[config.mk]
export PLATFORM = sky130hd
export DESIGN_NAME = cla_restoring_divider
export DESIGN_NICKNAME = d
export VERILOG_FILES = /design/src/rtl/arith_pkg.sv /design/src/rtl/borrow_lookahead_subtractor.sv /design/src/rtl/cla_restoring_divider.sv
export SDC_FILE = /design/constraint.sdc
export NUM_CORES = 1
export LEC_CHECK = 0
export ABC_AREA = 1
export BUFFER_PORTS_ARGS = -buffer_cell sky130_fd_sc_hd__buf_2
export CORE_UTILIZATION = 40
export DETAILED_ROUTE_END_ITERATION = 8
export PLACE_DENSITY = 0.58
export SLEW_MARGIN = 20
export SYNTH_ARGS = -nofsm -noshare
export SYNTH_HDL_FRONTEND = slang
export SYNTH_SLANG_ARGS = --single-unit
[constraint.sdc]
create_clock -name clk -period 3.2 [get_ports clk]
set_clock_uncertainty 0.2 [all_clocks]
set_input_delay 0.32 -clock clk [delete_from_list [all_inputs] [get_ports clk]]
set_output_delay 0.32 -clock clk [all_outputs]
set_load 0.05 [all_outputs]
[src/rtl/arith_pkg.sv]
// Shared arithmetic-library definitions: divider FSM states, the lookahead
// group size and the width rounding used to size lookahead datapaths.
package arith_pkg;

    typedef enum logic [1:0] {
        IDLE   = 2'd0,
        RUN    = 2'd1,
        FINISH = 2'd2
    } div_state_e;

    localparam int CLA_GROUP = 4;

    // Round a datapath width up to a whole number of lookahead groups.
    function automatic int cla_width(input int n);
        return ((n + CLA_GROUP - 1) / CLA_GROUP) * CLA_GROUP;
    endfunction

endpackage

[src/rtl/borrow_lookahead_subtractor.sv]
// Combinational a - b built as a + ~b + 1 from 4-bit lookahead groups in
// series; borrow is the inverted final carry.
module lookahead_group4 (
    input  logic [3:0] g,
    input  logic [3:0] p,
    input  logic       cin,
    output logic [3:0] sum,
    output logic       cout
);

    logic [4:0] c;

    always_comb begin
        c[0] = cin;
        c[1] = g[0] | (p[0] & cin);
        c[2] = g[1] | (p[1] & g[0]) | (p[1] & p[0] & cin);
        c[3] = g[2] | (p[2] & g[1]) | (p[2] & p[1] & g[0])
             | (p[2] & p[1] & p[0] & cin);
        c[4] = g[3] | (p[3] & g[2]) | (p[3] & p[2] & g[1])
             | (p[3] & p[2] & p[1] & g[0]) | (p[3] & p[2] & p[1] & p[0] & cin);
        sum  = p ^ c[3:0];
        cout = c[4];
    end

endmodule

module borrow_lookahead_subtractor
    import arith_pkg::*;
#(
    parameter int N = 20
) (
    input  logic [N-1:0] a,
    input  logic [N-1:0] b,
    output logic [N-1:0] diff,
    output logic         borrow
);

    localparam int NG = N / CLA_GROUP;

    logic [N-1:0] b_inv;
    logic [N-1:0] g;
    logic [N-1:0] p;
    logic [NG:0]  gc;

    assign b_inv  = ~b;
    assign g      = a & b_inv;
    assign p      = a ^ b_inv;
    assign gc[0]  = 1'b1;
    assign borrow = ~gc[NG];

    for (genvar i = 0; i < NG; i++) begin : g_grp
        lookahead_group4 u_grp (
            .g    (g[i*CLA_GROUP +: CLA_GROUP]),
            .p    (p[i*CLA_GROUP +: CLA_GROUP]),
            .cin  (gc[i]),
            .sum  (diff[i*CLA_GROUP +: CLA_GROUP]),
            .cout (gc[i+1])
        );
    end

endmodule

[src/rtl/cla_restoring_divider.sv]
// Iterative unsigned restoring divider, one trial subtraction per clock via the
// borrow-lookahead subtractor; start/busy/done handshake with held results.
module cla_restoring_divider
    import arith_pkg::*;
#(
    parameter int WIDTH = 16
) (
    input  logic             clk,
    input  logic             rst,
    input  logic             start,
    input  logic [WIDTH-1:0] dividend,
    input  logic [WIDTH-1:0] divisor,
    output logic             busy,
    output logic             done,
    output logic [WIDTH-1:0] quotient,
    output logic [WIDTH-1:0] remainder,
    output logic             div_by_zero
);

    localparam int SW    = cla_width(WIDTH + 4);
    localparam int CNT_W = $clog2(WIDTH + 1);

    div_state_e       state;
    logic [WIDTH-1:0] rem_r;
    logic [WIDTH-1:0] q_r;
    logic [WIDTH-1:0] dvs_r;
    logic [CNT_W-1:0] cnt_r;

    logic [WIDTH:0]   trial;
    logic [SW-1:0]    sub_a;
    logic [SW-1:0]    sub_b;
    logic [SW-1:0]    sub_diff;
    logic             sub_borrow;
    logic             take;
    logic [WIDTH-1:0] rem_nxt;
    logic [WIDTH-1:0] q_nxt;

    assign trial = {rem_r, q_r[WIDTH-1]};
    assign sub_a = {{(SW-WIDTH-1){1'b0}}, trial};
    assign sub_b = {{(SW-WIDTH){1'b0}}, dvs_r};

    borrow_lookahead_subtractor #(
        .N (SW)
    ) u_sub (
        .a      (sub_a),
        .b      (sub_b),
        .diff   (sub_diff),
        .borrow (sub_borrow)
    );

    // The partial remainder always stays below the divisor, so a kept
    // difference has zero upper bits and R fits in WIDTH bits.
    assign take    = ~sub_borrow & ~|sub_diff[SW-1:WIDTH];
    assign rem_nxt = take ? sub_diff[WIDTH-1:0] : trial[WIDTH-1:0];
    assign q_nxt   = {q_r[WIDTH-2:0], take};

    always_ff @(posedge clk or posedge rst) begin
        if (rst) begin
            state       <= IDLE;
            rem_r       <= '0;
            q_r         <= '0;
            dvs_r       <= '0;
            cnt_r       <= '0;
            busy        <= 1'b0;
            done        <= 1'b0;
            quotient    <= '0;
            remainder   <= '0;
            div_by_zero <= 1'b0;
        end else begin
            case (state)
                IDLE: begin
                    if (start) begin
                        div_by_zero <= 1'b0;
                        q_r         <= dividend;
                        dvs_r       <= divisor;
                        rem_r       <= '0;
                        if (divisor == '0) begin
                            quotient    <= '1;
                            remainder   <= dividend;
                            div_by_zero <= 1'b1;
                            done        <= 1'b1;
                            state       <= FINISH;
                        end else begin
                            cnt_r <= CNT_W'(WIDTH);
                            busy  <= 1'b1;
                            state <= RUN;
                        end
                    end
                end
                RUN: begin
                    rem_r <= rem_nxt;
                    q_r   <= q_nxt;
                    cnt_r <= cnt_r - 1'b1;
                    if (cnt_r == CNT_W'(1)) begin
                        quotient  <= q_nxt;
                        remainder <= rem_nxt;
                        done      <= 1'b1;
                        busy      <= 1'b0;
                        state     <= FINISH;
                    end
                end
                FINISH: begin
                    done  <= 1'b0;
                    state <= IDLE;
                end
                default: begin
                    busy  <= 1'b0;
                    done  <= 1'b0;
                    state <= IDLE;
                end
            endcase
        end
    end

endmodule

==> impl_metrics.tcl <==
set metrics [dict create \
    crit_type "reg -> reg" \
    antenna_found_initial 0 \
    cts_resized 0 \
    n_fill_cell 1207 \
    synth_edf_count 0 \
    yosysUniqueCellTypes 39 \
    fp-row-count 40 \
    start_util_pct 41.4 \
    drive_gt1_share_pct 21.3 \
    period_needed_ns 2.68 \
    cts.sink_count 90 \
    antenna-diode-count 0 \
    place_congestion 0.796 \
    grt_util_all_layers_pct 19.1 \
    cts-hold-fix-buffers 1 \
    fin_setup_tns_ns 0 \
    synth_cells 598 \
    fin_nets 718 \
    syn2layout_area_growth_pct 15.9 \
    cts_max_level 3 \
    clk_pin_slew_worst_paths_ns 0.06 \
    fmax_ghz 0.373 \
    grt_pass1_wl_um 19200 \
    vias 4110 \
    period_share_pct 83.9 \
    vias_per_cell 4.93 \
    cts-root-buf "clkbuf_16" \
    dieArea_sq_mm 0.0130 \
    post_cts_buffers 0 \
    rsz0062_at_grt "false" \
    grt_max_degree 53 \
    crit_path_max_fanout 35 \
    tightest_slew_ns 0.701 \
    antenna_left 0 \
    die_y_um 114 \
    finalSetupViolCount 0 \
    avgRoutedWirePerCell_um 13.8 \
    finalHoldViolations 0 \
    first_global_vias 3933 \
    core_area_sq_mm 0.0122 \
    start_kind "flip-flop" \
    synthesis.area_sq_mm 0.00504 \
    drt-initial-drc-count 189 \
    fin_ws_ns 0.515 \
    crit_chain "nor2_1 > nand2_1 > buf_4 > nand2_2 > buf_4 > clkinv_1 > nor2_1 > inv_1 > nand3_1" \
    syn-mean-instance-area_sq_um 8.43 \
    hp-class "in -> reg" \
    die_w_um 114 \
    drc_errors 0 \
    synth_ff_type "dfrtp_1" \
    status "complete, no violations" \
    routed_wl_um 11500 \
    syn_nets 655 \
    cp.required_ns 3.28 \
    pre_cts_ws_ns 0.557 \
    slew_violations 0 \
    timing.slew.headroom_pct 53.2 \
    first_pass_iters 5 \
    yosys_warnings 0 \
    num_io_pins 70 \
    port_buffers 69 \
    worstPathArrival_ns 2.76 \
    clk_path_buf_depth 2 \
    numCtsBuffers 9 \
    async_reset_ff_share_pct 100 \
    cap_violations 0 \
    critPathMaxStageDelay_ns 0.57 \
    ys_seq_area_share_pct 44.7 \
    cp_slowest_cell "clkinv_1" \
    overflow 0 \
    synth_seq_cells 90 \
    hpwl_um 8320 \
    clock_latency_ns 0.34 \
    crit_path_end_kind "flip-flop" \
    cts_tree "built" \
]
routing by layer:
metal	up-vias	wire length [um]	GRT usage, %
li1	2062	-	-
met1	1944	5130	24.5
met5	-	0	0
met4	0	223	6.41
met2	89	5600	31.0
met3	15	540	5.40
flip-flops by register name, indices dropped and copies added, names as in the netlist:
signal,count
div_by_zero,1
quotient,16
q_r,16
cnt_r,5
state,2
dvs_r,16
remainder,16
busy,1
done,1
rem_r,16
final cells by class:
class / count / area (sq um) / area share [%]
multi-input cells: 392 / 2280 / 39.1
flip-flops and latches: 90 / 2250 / 38.6
repair buffers: 77 / 433 / 7.41
inverters: 91 / 343 / 5.87
clock buffers: 12 / 246 / 4.22
well taps: 168 / 210 / 3.60
clock inverters: 4 / 75.1 / 1.29
final timing paths:
kind / slack (ns) / from / depth (start not counted) / end
hold reg to reg: 0.28 / cnt_r[1]$_DFFE_PP0P_ / 2 / cnt_r[1]$_DFFE_PP0P_
hold / removal: 0.05 / divisor[4] / 3 / dvs_r[4]$_DFFE_PP0P_
max in group asynchronous: 1.68 / rst / 4 / remainder[11]$_DFFE_PP0P_
setup reg to reg: 0.52 / state[1]$_DFFE_PP0P_ / 9 / cnt_r[4]$_DFFE_PP0P_
setup / recovery: 0.52 / state[1]$_DFFE_PP0P_ / 9 / cnt_r[4]$_DFFE_PP0P_
min in group asynchronous: 0.41 / rst / 3 / quotient[2]$_DFFE_PP0P_
cells in the mapped netlist, types with 2 or more instances:
| library cell | instances | area (sq um) |
|---|---|---|
| or2_1 | 7 | 43.8 |
| nand3_1 | 53 | 265 |
| a31oi_1 | 18 | 113 |
| nor4_1 | 2 | 12.5 |
| nand4_1 | 3 | 18.8 |
| a21oi_1 | 32 | 160 |
| ha_1 | 19 | 238 |
| clkinv_1 | 2 | 7.51 |
| nor2_1 | 36 | 135 |
| clkbuf_8 | 2 | 27.5 |
| xnor2_1 | 6 | 52.6 |
| nor3b_1 | 2 | 15.0 |
| nand2_2 | 6 | 37.5 |
| o21ai_0 | 44 | 220 |
| inv_1 | 84 | 315 |
| inv_2 | 5 | 18.8 |
| or2_0 | 7 | 43.8 |
| nand3_2 | 27 | 270 |
| o21bai_1 | 2 | 15.0 |
| or2_2 | 2 | 12.5 |
| fa_1 | 3 | 60.1 |
| nor3_1 | 3 | 15.0 |
| clkbuf_1 | 10 | 37.5 |
| nand2_1 | 105 | 394 |
| a21oi_2 | 2 | 17.5 |
| nand2_4 | 6 | 67.6 |
| xor2_1 | 3 | 26.3 |
| dlygate4sd1_1 | 2 | 17.5 |
| dfrtp_1 | 90 | 2250 |
| buf_2 | 6 | 30.0 |
cell families (layout without fill, tap and decap cells):
| group | after synthesis | after routing | synth area share, % |
|---|---|---|---|
| AOI/OAI and AO/OA | 101 | 101 | 11.2 |
| DFF | 90 | 90 | 44.7 |
| buffers and inverters | 116 | 184 | 10.0 |
| adders and majority gates | 22 | 22 | 5.91 |
| and+or+nand+nor | 260 | 260 | 26.6 |
| xor gates and xnor gates | 9 | 9 | 1.56 |
per-stage QoR:
| stage | util (%) | instance area [sq um] | hold slack (ns) | cells |
|---|---|---|---|---|
| after detailed placement | 45.3 | 5510 | 0.249 | 817 |
| after global routing | 48.0 | 5840 | 0.0400 | 834 |
| final | 48.0 | 5840 | 0.0450 | 834 |
| after CTS | 48.0 | 5840 | 0.0335 | 834 |
| after global placement | 45.3 | 5510 | 0.247 | 817 |
| after floorplan | - | 5040 | 0.253 | 598 |
placed cells by master, fill, tap and decap left out, drive strengths merged, types with 19 or more instances in the layout:
master / synthesis / final
buf: 10 / 76
dfrtp: 90 / 90
nand3: 80 / 80
nor2: 37 / 37
ha: 19 / 19
o21ai: 44 / 44
inv: 89 / 88
a31oi: 19 / 19
nand2: 117 / 117
a21oi: 35 / 35
worst max-delay path, delay by kind of cell (launching register included):
family | cells | cell delay (ns)
flip-flops | 1 | 0.41
buffers and inverters | 4 | 1.18
AND/OR/NAND/NOR | 5 | 0.82
Power is not shown: default switching activity piles up to over one toggle a cycle in this logic, so the estimate is an artifact.
